File: src/rtl/pipelined_hybrid_adder_pkg.sv
// Shared definitions for the pipelined hybrid adder: operation encodings
// and the elaboration-time check on the WIDTH/BLOCK/STAGES relationship.
package pipelined_hybrid_adder_pkg;

  localparam logic OP_ADD = 1'b0;
  localparam logic OP_SUB = 1'b1;

  // Stages must split the word into whole lookahead blocks.
  function automatic bit cfgOk(input int width, input int block, input int stages);
    return (block >= 1) && (stages >= 1) && (stages <= width / block) &&
           (width % (block * stages) == 0);
  endfunction

endpackage

File: src/rtl/pipelined_hybrid_adder_cla_block.sv
// Generic BLOCK-bit carry-lookahead adder: every internal carry is a flat
// sum-of-products of generate/propagate terms rather than a ripple chain.
module cla_block #(
  parameter int BLOCK = 4
) (
  input  logic [BLOCK-1:0] i_a,
  input  logic [BLOCK-1:0] i_b,
  input  logic             i_cin,
  output logic [BLOCK-1:0] o_sum,
  output logic             o_cout
);

  logic [BLOCK-1:0] w_g;
  logic [BLOCK-1:0] w_p;
  logic [BLOCK:0]   w_c;
  logic             w_run;

  // c[i+1] = g[i] | p[i]g[i-1] | ... | p[i..0]cin
  always_comb begin
    w_g    = i_a & i_b;
    w_p    = i_a ^ i_b;
    w_c    = '0;
    w_c[0] = i_cin;
    w_run  = 1'b0;
    for (int i = 0; i < BLOCK; i++) begin
      w_run      = w_p[i];
      w_c[i + 1] = w_g[i];
      for (int j = i - 1; j >= 0; j--) begin
        w_c[i + 1] = w_c[i + 1] | (w_run & w_g[j]);
        w_run      = w_run & w_p[j];
      end
      w_c[i + 1] = w_c[i + 1] | (w_run & i_cin);
    end
  end

  assign o_sum  = w_p ^ w_c[BLOCK-1:0];
  assign o_cout = w_c[BLOCK];

endmodule

File: src/rtl/pipelined_hybrid_adder.sv
// Pipelined add/subtract built from lookahead blocks rippled within each stage,
// with an elastic valid/ready chain so a full pipe stalls without losing data.
module pipelined_hybrid_adder #(
  parameter int WIDTH  = 32,
  parameter int BLOCK  = 4,
  parameter int STAGES = 2
) (
  input  logic             clk,
  input  logic             rst_n,
  input  logic             in_valid,
  output logic             in_ready,
  input  logic [WIDTH-1:0] a,
  input  logic [WIDTH-1:0] b,
  input  logic             c_in,
  input  logic             sub,
  output logic             out_valid,
  input  logic             out_ready,
  output logic [WIDTH-1:0] sum,
  output logic             c_out,
  output logic             overflow,
  output logic             zero
);
  import pipelined_hybrid_adder_pkg::*;

  localparam int SW   = WIDTH / STAGES;
  localparam int BPS  = SW / BLOCK;
  localparam int NREG = STAGES + 1;
  localparam int MSB  = WIDTH - 1;

  if (!cfgOk(WIDTH, BLOCK, STAGES)) begin : g_badCfg
    $error("pipelined_hybrid_adder: WIDTH must be a multiple of BLOCK*STAGES");
  end

  // Register 0 captures the mapped operands; register k holds results after slice k-1.
  logic             r_valid [NREG];
  logic [WIDTH-1:0] r_a     [NREG];
  logic [WIDTH-1:0] r_b     [NREG];
  logic [WIDTH-1:0] r_sum   [NREG];
  logic             r_cy    [NREG];
  logic             r_ovf;
  logic             r_zero;
  logic [NREG:0]    w_adv;
  logic [WIDTH-1:0] w_bEff;
  logic             w_cinEff;

  assign w_bEff   = (sub == OP_SUB) ? ~b : b;
  assign w_cinEff = (sub == OP_SUB) ? ~c_in : c_in;

  always_comb begin
    w_adv       = '0;
    w_adv[NREG] = out_ready;
    for (int k = NREG - 1; k >= 0; k--) begin
      w_adv[k] = ~r_valid[k] | w_adv[k + 1];
    end
  end

  for (genvar k = 0; k < NREG; k++) begin : g_stage
    logic             w_inV;
    logic [WIDTH-1:0] w_inA;
    logic [WIDTH-1:0] w_inB;
    logic [WIDTH-1:0] w_nxtSum;
    logic             w_nxtCy;

    if (k == 0) begin : g_in
      assign w_inV    = in_valid;
      assign w_inA    = a;
      assign w_inB    = w_bEff;
      assign w_nxtSum = '0;
      assign w_nxtCy  = w_cinEff;
    end else begin : g_add
      logic          w_bc [BPS + 1];
      logic [SW-1:0] w_slice;

      assign w_bc[0] = r_cy[k - 1];
      for (genvar j = 0; j < BPS; j++) begin : g_blk
        cla_block #(.BLOCK(BLOCK)) u_cla (
          .i_a   (r_a[k - 1][(k - 1) * SW + j * BLOCK +: BLOCK]),
          .i_b   (r_b[k - 1][(k - 1) * SW + j * BLOCK +: BLOCK]),
          .i_cin (w_bc[j]),
          .o_sum (w_slice[j * BLOCK +: BLOCK]),
          .o_cout(w_bc[j + 1])
        );
      end

      assign w_inV   = r_valid[k - 1];
      assign w_inA   = r_a[k - 1];
      assign w_inB   = r_b[k - 1];
      assign w_nxtCy = w_bc[BPS];

      always_comb begin
        w_nxtSum                     = r_sum[k - 1];
        w_nxtSum[(k - 1) * SW +: SW] = w_slice;
      end
    end

    always_ff @(posedge clk) begin
      if (!rst_n) begin
        r_valid[k] <= 1'b0;
        r_a[k]     <= '0;
        r_b[k]     <= '0;
        r_sum[k]   <= '0;
        r_cy[k]    <= 1'b0;
      end else if (w_adv[k]) begin
        r_valid[k] <= w_inV;
        if (w_inV) begin
          r_a[k]   <= w_inA;
          r_b[k]   <= w_inB;
          r_sum[k] <= w_nxtSum;
          r_cy[k]  <= w_nxtCy;
        end
      end
    end

    // Flags follow the final sum into the output register.
    if (k == NREG - 1) begin : g_flags
      always_ff @(posedge clk) begin
        if (!rst_n) begin
          r_ovf  <= 1'b0;
          r_zero <= 1'b0;
        end else if (w_adv[k] && w_inV) begin
          r_ovf  <= (w_inA[MSB] == w_inB[MSB]) && (w_nxtSum[MSB] != w_inA[MSB]);
          r_zero <= ~|w_nxtSum;
        end
      end
    end
  end

  assign in_ready  = w_adv[0];
  assign out_valid = r_valid[NREG - 1];
  assign sum       = r_sum[NREG - 1];
  assign c_out     = r_cy[NREG - 1];
  assign overflow  = r_ovf;
  assign zero      = r_zero;

endmodule

File: config.mk
export PLATFORM = sky130hd
export DESIGN_NAME = pipelined_hybrid_adder
export DESIGN_NICKNAME = d
export VERILOG_FILES = /design/src/rtl/pipelined_hybrid_adder_pkg.sv /design/src/rtl/pipelined_hybrid_adder_cla_block.sv /design/src/rtl/pipelined_hybrid_adder.sv
export SDC_FILE = /design/constraint.sdc
export NUM_CORES = 1
export LEC_CHECK = 0
export CAP_MARGIN = 20
export CORE_MARGIN = 2
export CORE_UTILIZATION = 31
export DETAILED_ROUTE_END_ITERATION = 16
export GPL_ROUTABILITY_DRIVEN = 0
export PLACE_DENSITY = 0.49
export SLEW_MARGIN = 5
export SYNTH_ARGS = -nofsm -noshare
export SYNTH_HDL_FRONTEND = slang
export SYNTH_SLANG_ARGS = --single-unit
File: constraint.sdc
create_clock -name clk -period 3.3 [get_ports clk]
set_input_delay 0.33 -clock clk [delete_from_list [all_inputs] [get_ports clk]]
set_output_delay 0.33 -clock clk [all_outputs]
set_load 0.03 [all_outputs]
* Word-level counts from Yosys, hierarchy flattened *
Memory sizes are Yosys's and may differ from the RTL's.
Index checks and enable logic that the tools add are counted.
Widths: inputs -> output; s select.

word-level totals
  bits in registers = 2
  memory bits (writable) = 294
  input port bits = 70
  output and inout bits = 37
  logic and storage cells = 307
  memories kept = 5

cells by class
  eq/ne operators = 2
  muxes and demuxes = 39
  bitwise logic cells = 255
  reduce and logical (&&, ||, !) cells = 4

memories
  memory   words  width  read ports  clocked after Yosys merged registers in  write ports  line                          text
  r_a      3      32     2           0                                        3            pipelined_hybrid_adder.sv:36  logic [WIDTH-1:0] r_a [NREG];
  r_b      3      32     2           0                                        3            pipelined_hybrid_adder.sv:37  logic [WIDTH-1:0] r_b [NREG];
  r_sum    3      32     3           0                                        3            pipelined_hybrid_adder.sv:38  logic [WIDTH-1:0] r_sum [NREG];
  r_cy     3      1      3           0                                        3            pipelined_hybrid_adder.sv:39  logic r_cy [NREG];
  r_valid  3      1      3           0                                        3            pipelined_hybrid_adder.sv:35  logic r_valid [NREG];

operators by type and width
  kind               count
  $mux 32            10
  $and 1x1->1        128
  $or 1x1->1         98
  $xor 4x4->4        16
  $and 4x4->4        8
  $not 32->32        1
  $reduce_or 32->1   1
  $mux 1             29
  $not 1->1          4
  $logic_and 1x1->1  2
  $eq 1x1->1         1
  $logic_not 1->1    1
  $ne 1x1->1         1

* Logic depth before layout (Yosys ltp) *
Gate-level depths: netlist (run 1).
An unclocked memory read counts as a cell.

  word-level depth = 16
  gate-level depth with buffers = 12
  gate-level depth less buffers = 12

* Cells and area by module *
A second synthesis (run 1) with hierarchy kept.

unflattened totals
  cells, all modules = 501
  area, all modules = 7,121.8 sq um

modules (own cells, without submodules)
  module                                            instances  cells an instance  area an instance (sq um)  seq. area each (sq um)
  pipelined_hybrid_adder                            1          385                6,015.8                   4,524.3
  cla_block at g_stage[1].g_add.g_blk[3].u_cla ...  5          13                 132.6                     0.0
  cla_block at g_stage[1].g_add.g_blk[0].u_cla ...  3          17                 147.6                     0.0

* Worst setup path after synthesis (run 1) *
Ideal clock, no wire load.

  path type = register to register
  start = memory r_valid[2]
  end = memory r_a[0][0] (enable)
  setup time = 0.695 ns
  arrival time = 2.324 ns
  data required time = 2.605 ns
  path slack = 0.281 ns
  stages on the path, launching flop included = 6
  path buffers = 0
  period minus slack after synthesis = 3.019 ns
  path through = dfxtp_1 nor2b_1 and2_1 nand2_1 nand2_1 nand2_1

RTL lines
  element             line
  start: declaration  pipelined_hybrid_adder.sv:35
  end: declaration    pipelined_hybrid_adder.sv:36

==> metrics.yaml, run 1 <==
port-buffer-count: 106
cts_tree: "yes"
max_cap_viol_count: 0
power_leakage_nw: 3.605
path_class: "reg2reg"
async_flop_share_pct: 0
die_area_um2: 24570
synth-edff-count: 148
synth_nets: 664
tns_ns: 0
ioPinCount: 107
seq_area_frac_synth_pct: 62.56
rows: 55
rsz0062_at_grt: "no"
wl_um: 14460
diodes: 0
first_pass_iters: 4
synth.most_common_cell: "edfxtp_1"
clock_path_buffers: 2
ys.warnings.count: 0
cts_hold_buf: 0
ctsHtreeMaxLevel: 4
synthCells: 554
post-route-drc-count: 0
finalCritPeriodShare_pct: 92.50
synth-main-ff-cell: "edfxtp_1"
cts_sinks: 152
synth_largest_area_cell: "edfxtp_1"
fin_worst_skew_ns: 0.009329
worstSkewPairLatency_ns: 0.42
netlist_area_um2: 7232
drtIter0Drc: 266
grt_pass1_vias: 4281
dpl.hpwl_um: 10890
syn_avg_cell_area_um2: 13.05
worst_pin_slew_ns: 0.9322
yosys-top-cells-area: "edfxtp_1 (61%), and2_1 (7.7%), ha_1 (5.5%)"
grt_max_degree: 50
vias_per_cell: 4.276
numCtsBuffers: 17
yosysUniqueCellTypes: 45
drive_gt1_share_pct: 7.321
yosys-top-cells-count: "edfxtp_1 (148), and2_1 (89), nor2_1 (70)"
cp_max_fo: 6
setup_violations: 0
ant_nets: 0
peakVddDrop_uv: 272.8
critPathCaptureType: "flop"
maxSlewViolCount: 0
core_area_um2: 22780
slew_headroom_pct: 37.85
clockRootBuffer: "clkbuf_16"
start_kind: "flop"
p_per_area_nw_per_um2: 532.3
outcome: "finished, final reports clean"
p_total_w: 0.004970
period_minus_slack_ns: 3.052
required_ns: 3.66
finalHoldViolations: 0
ys_ff_latch: 152
fin_nets: 780
syn_to_final_growth_pct: 29.12
worst_hold_path_type: "reg2reg"
die_w_um: 156.7
grt_use_total_pct: 12.47
path_clk_slew_ns: 0.06
synth_top_area_share_pct: 61.45
worstPathArrival_ns: 3.42
die_h_um: 156.7
grt_pass1_wl_um: 23090
routedWlPerCell_um: 14.52
dr_total_vias: 4259
overflow: 0
nFillCells: 2154
start_util_pct: 31.75
fmax_mhz: 327.6
antenna_found_initial: 0
layout make-up:
class | instances | area (um2) | share of cell area, %
clock inverter | 12 | 173.9 | 1.863
timing repair buffer | 115 | 1136 | 12.17
multi-input combinational | 373 | 2614 | 27.99
inverter | 11 | 41.29 | 0.4422
tap | 313 | 391.6 | 4.194
clock buffer | 20 | 456.7 | 4.891
sequential | 152 | 4524 | 48.45
logic make-up (layout without fill, tap and decap cells):
| kind of cell | count (synthesis) | in the layout | synth area share, % |
|---|---|---|---|
| simple gates | 223 | 223 | 16.00 |
| fa+ha+maj | 40 | 40 | 7.751 |
| xor+xnor | 56 | 56 | 6.782 |
| flops | 152 | 152 | 62.56 |
| compound gates | 52 | 52 | 5.121 |
| mux | 2 | 2 | 0.2768 |
| buf+inv | 29 | 158 | 1.505 |
metal layers:
metal  vias to the layer above  global-route usage [%]  routed length, um
met5                         -                       0                  0
met4                         0                   5.592                252
met3                        17                   2.797                560
met2                       103                   18.09               6282
met1                      1947                   17.75               7362
li1                       2192                       -                  -
cells in the final DEF, fill, tap and decap left out, types with 6 or more instances in the layout:
cell type	count
clkbuf_16	17
nand3_1	8
nor3_1	8
xnor2_1	44
xor2_1	12
a21o_1	9
edfxtp_1	148
a21oi_1	7
ha_1	31
inv_1	11
clkdlybuf4s50_1	105
o21a_1	6
o21ai_0	9
and2_1	89
nor4_1	6
nor2_1	70
nand2_1	20
buf_4	8
fa_1	8
worst max-delay path: stages, from the launching register on:
cell	delay, ns
edfxtp_1	0.39
ha_2	0.35
and2_1	0.20
a21boi_2	0.20
nor2_1	0.08
or4_1	0.52
fa_1	0.47
nor4_1	0.18
nand3_1	0.11
nor4_1	0.25
o2111ai_1	0.16
nand2_1	0.09
worst paths after layout:
check	start	endpoint	slack (ns)	cells after the start
max	r_b[1][23]	zero	0.25	11
min	zero	zero	0.47	2
max reg2reg	r_b[1][23]	zero	0.25	11
min reg2reg	zero	zero	0.47	2
where the power goes:
| group | leakage (nW) | internal, W | switching, W |
|---|---|---|---|
| sequential | 1.63 | 0.00226 | 0.0000504 |
| clock | 0.310 | 0.00130 | 0.000749 |
| combinational | 1.66 | 0.000282 | 0.000324 |
| total | 3.61 | 0.00385 | 0.00112 |
stage by stage:
step	cell area [um2]	utilization [%]	hold WS, ns	instances	setup WS, ns
2_1_floorplan	7232	-	0.4967	554	0.2809
3_3_place_gp	8677	38.09	0.4686	963	0.1962
3_5_place_dp	8677	38.09	0.4685	963	0.08104
4_1_cts	9308	40.86	0.4770	995	0.007736
5_1_grt	9338	40.99	0.4982	996	0.002287
6_report	9338	40.99	0.4702	996	0.2476
what timing repair did:
| action | CTS | global route |
|---|---|---|
| buffers inserted | 0 | 0 |
| gates resized for setup | 0 | 4 |
| endpoints found under the setup margin | 0 | 1 |
registers in the layout (all words and copies together), names as in the netlist:
signal and cells:
r_a 48, r_cy 3, overflow 1, zero 1, r_b 48, r_valid 3
r_sum 48
No activity file was read; power rests on OpenSTA's default activity.
==> run 2: changes to the inputs <==
CAP_MARGIN = 15   (was 20)
==> results of run 2 <==
No change in the layout: final DEF, timing and power equal those of run 1.
==> run 3: changes to the inputs <==
CORE_UTILIZATION = 55   (was 31)
PLACE_DENSITY = 0.79   (was 0.49)
==> run 3 against run 2 <==
  * Register-to-register slack worse by 0.08 ns
  * Clock power down 7%
  * Flip-flop and latch count unchanged
  * Final cell count down 15%
  * Global-route usage up 6.4 points
  * Critical path depth unchanged
  * First-iteration DRC count up 41%
  * Wire length down 12%
==> metrics.yaml, run 3 (synthesis gave the netlist of run 1 again) <==
drive_gt1_share_pct: 6.342
fin_worst_skew_ns: 0.007867
worst_hold_path_type: "reg2reg"
max_cap_viol_count: 0
grt_pass1_vias: 4249
postCtsSetupBuffers: 0
required_ns: 3.66
nFillCells: 916
grt_max_degree: 50
outcome: "finished, final reports clean"
start_kind: "flop"
fin_nets: 776
numCtsBuffers: 17
hold_depth: 2
seq_area_um2: 4524
worst_pin_slew_ns: 1.075
reg.largest.list: "r_a: 48 flops, r_b: 48 flops, r_sum: 48 flops"
rsz0062_at_grt: "no"
dpl.hpwl_um: 9453
p_per_area_nw_per_um2: 529.1
die_h_um: 118.7
cts_tree: "yes"
fmax_mhz: 319.6
cts_hold_buf: 0
final_common_cell: "edfxtp_1"
clock_path_buffers: 2
maxSlewViolCount: 0
final_cell_mix: "edfxtp_1 (148), clkdlybuf4s50_1 (105), and2_1 (89)"
worstPathArrival_ns: 3.49
period_minus_slack_ns: 3.129
finalCritPeriodShare_pct: 94.82
setup_violations: 0
pre_cts_ws_ns: 0.06046
wl_um: 12760
worst_slack_ns: 0.1710
ioPinCount: 107
peakVddDrop_uv: 342.1
ctsHtreeMaxLevel: 4
die_area_um2: 14080
multi_input_area_um2: 2618
ctsResizeCount: 0
drtIter0Drc: 375
finalHoldViolations: 0
slew_headroom_pct: 28.23
power_leakage_nw: 3.553
ant_nets: 0
path_class: "reg2reg"
tns_ns: 0
vias_per_cell: 5.116
post-route-drc-count: 0
core_area_um2: 12720
clockRootBuffer: "clkbuf_16"
start_util_pct: 56.85
path_clk_slew_ns: 0.06
rows: 41
fin_area_um2: 9089
routedWlPerCell_um: 15.02
syn_to_final_growth_pct: 25.67
grt_use_total_pct: 18.90
die_w_um: 118.7
worstSkewPairLatency_ns: 0.41
dr_total_vias: 4349
cp_max_fo: 6
rrSetupSlack_ns: 0.17
first_pass_iters: 4
critPathCaptureType: "flop"
diodes: 0
placed_cell_area_um2: 8491
overflow: 0
antenna_found_initial: 0
grt_pass1_wl_um: 20630
port-buffer-count: 106
ff2ff_path_depth: 11
cts_sinks: 152
-- run 3: cell types whose count changed in the layout (fill, tap and decap cells not counted), sizes merged --
cell and delta:
bufinv -1, clkinv -1, clkinvlp +3, buf -4
clkbuf -2
-- run 3: stage by stage --
stage	util, %	hold WS, ns	total power (W)	std cells
2_1_floorplan	-	0.4967	0.002711	554
3_3_place_gp	66.74	0.4515	0.002920	819
3_5_place_dp	66.74	0.4534	0.002942	819
4_1_cts	71.33	0.4618	0.004832	850
5_1_grt	71.44	0.4954	0.004973	850
6_report	71.44	0.4643	0.004809	850
-- run 3: power by group --
part	leakage, nW	internal [W]	switching, W
clock	0.273	0.00118	0.000724
combinational	1.65	0.000279	0.000313
sequential	1.63	0.00226	0.0000522
total	3.55	0.00372	0.00109
-- run 3: final timing paths --
check,startpoint,endpoint
hold / removal,zero,zero
setup / recovery,r_b[1][23],zero
hold reg to reg,zero,zero
setup reg to reg,r_b[1][23],zero
-- run 3: metal layers --
metal / up-vias / track usage [%] / routed length [um] / share of wire, %
met1: 2024 / 25.59 / 5890 / 46
met3: 18 / 4.102 / 574 / 4.5
met5: - / 0 / 0 / 0
met4: 0 / 6.920 / 212 / 1.7
met2: 131 / 30.17 / 6086 / 48
li1: 2176 / - / - / -
-- run 3: cell type report --
| class | instances | area share [%] |
|---|---|---|
| clock buffer | 18 | 4.722 |
| clock inverter | 13 | 1.707 |
| multi-input combinational | 373 | 28.80 |
| sequential | 152 | 49.78 |
| tap | 172 | 2.368 |
| timing repair buffer | 111 | 12.17 |
| inverter | 11 | 0.4543 |
-- run 3: worst max-delay path, cell delays in order, from the launching register on --
cell and delay (ns):
edfxtp_1 0.37, ha_1 0.38, a21oi_1 0.19, a21boi_2 0.23
nor2_1 0.09, or4_1 0.53, fa_1 0.46, nor4_1 0.17
nand3_1 0.11, nor4_1 0.29, o2111ai_1 0.18, nand2_1 0.09
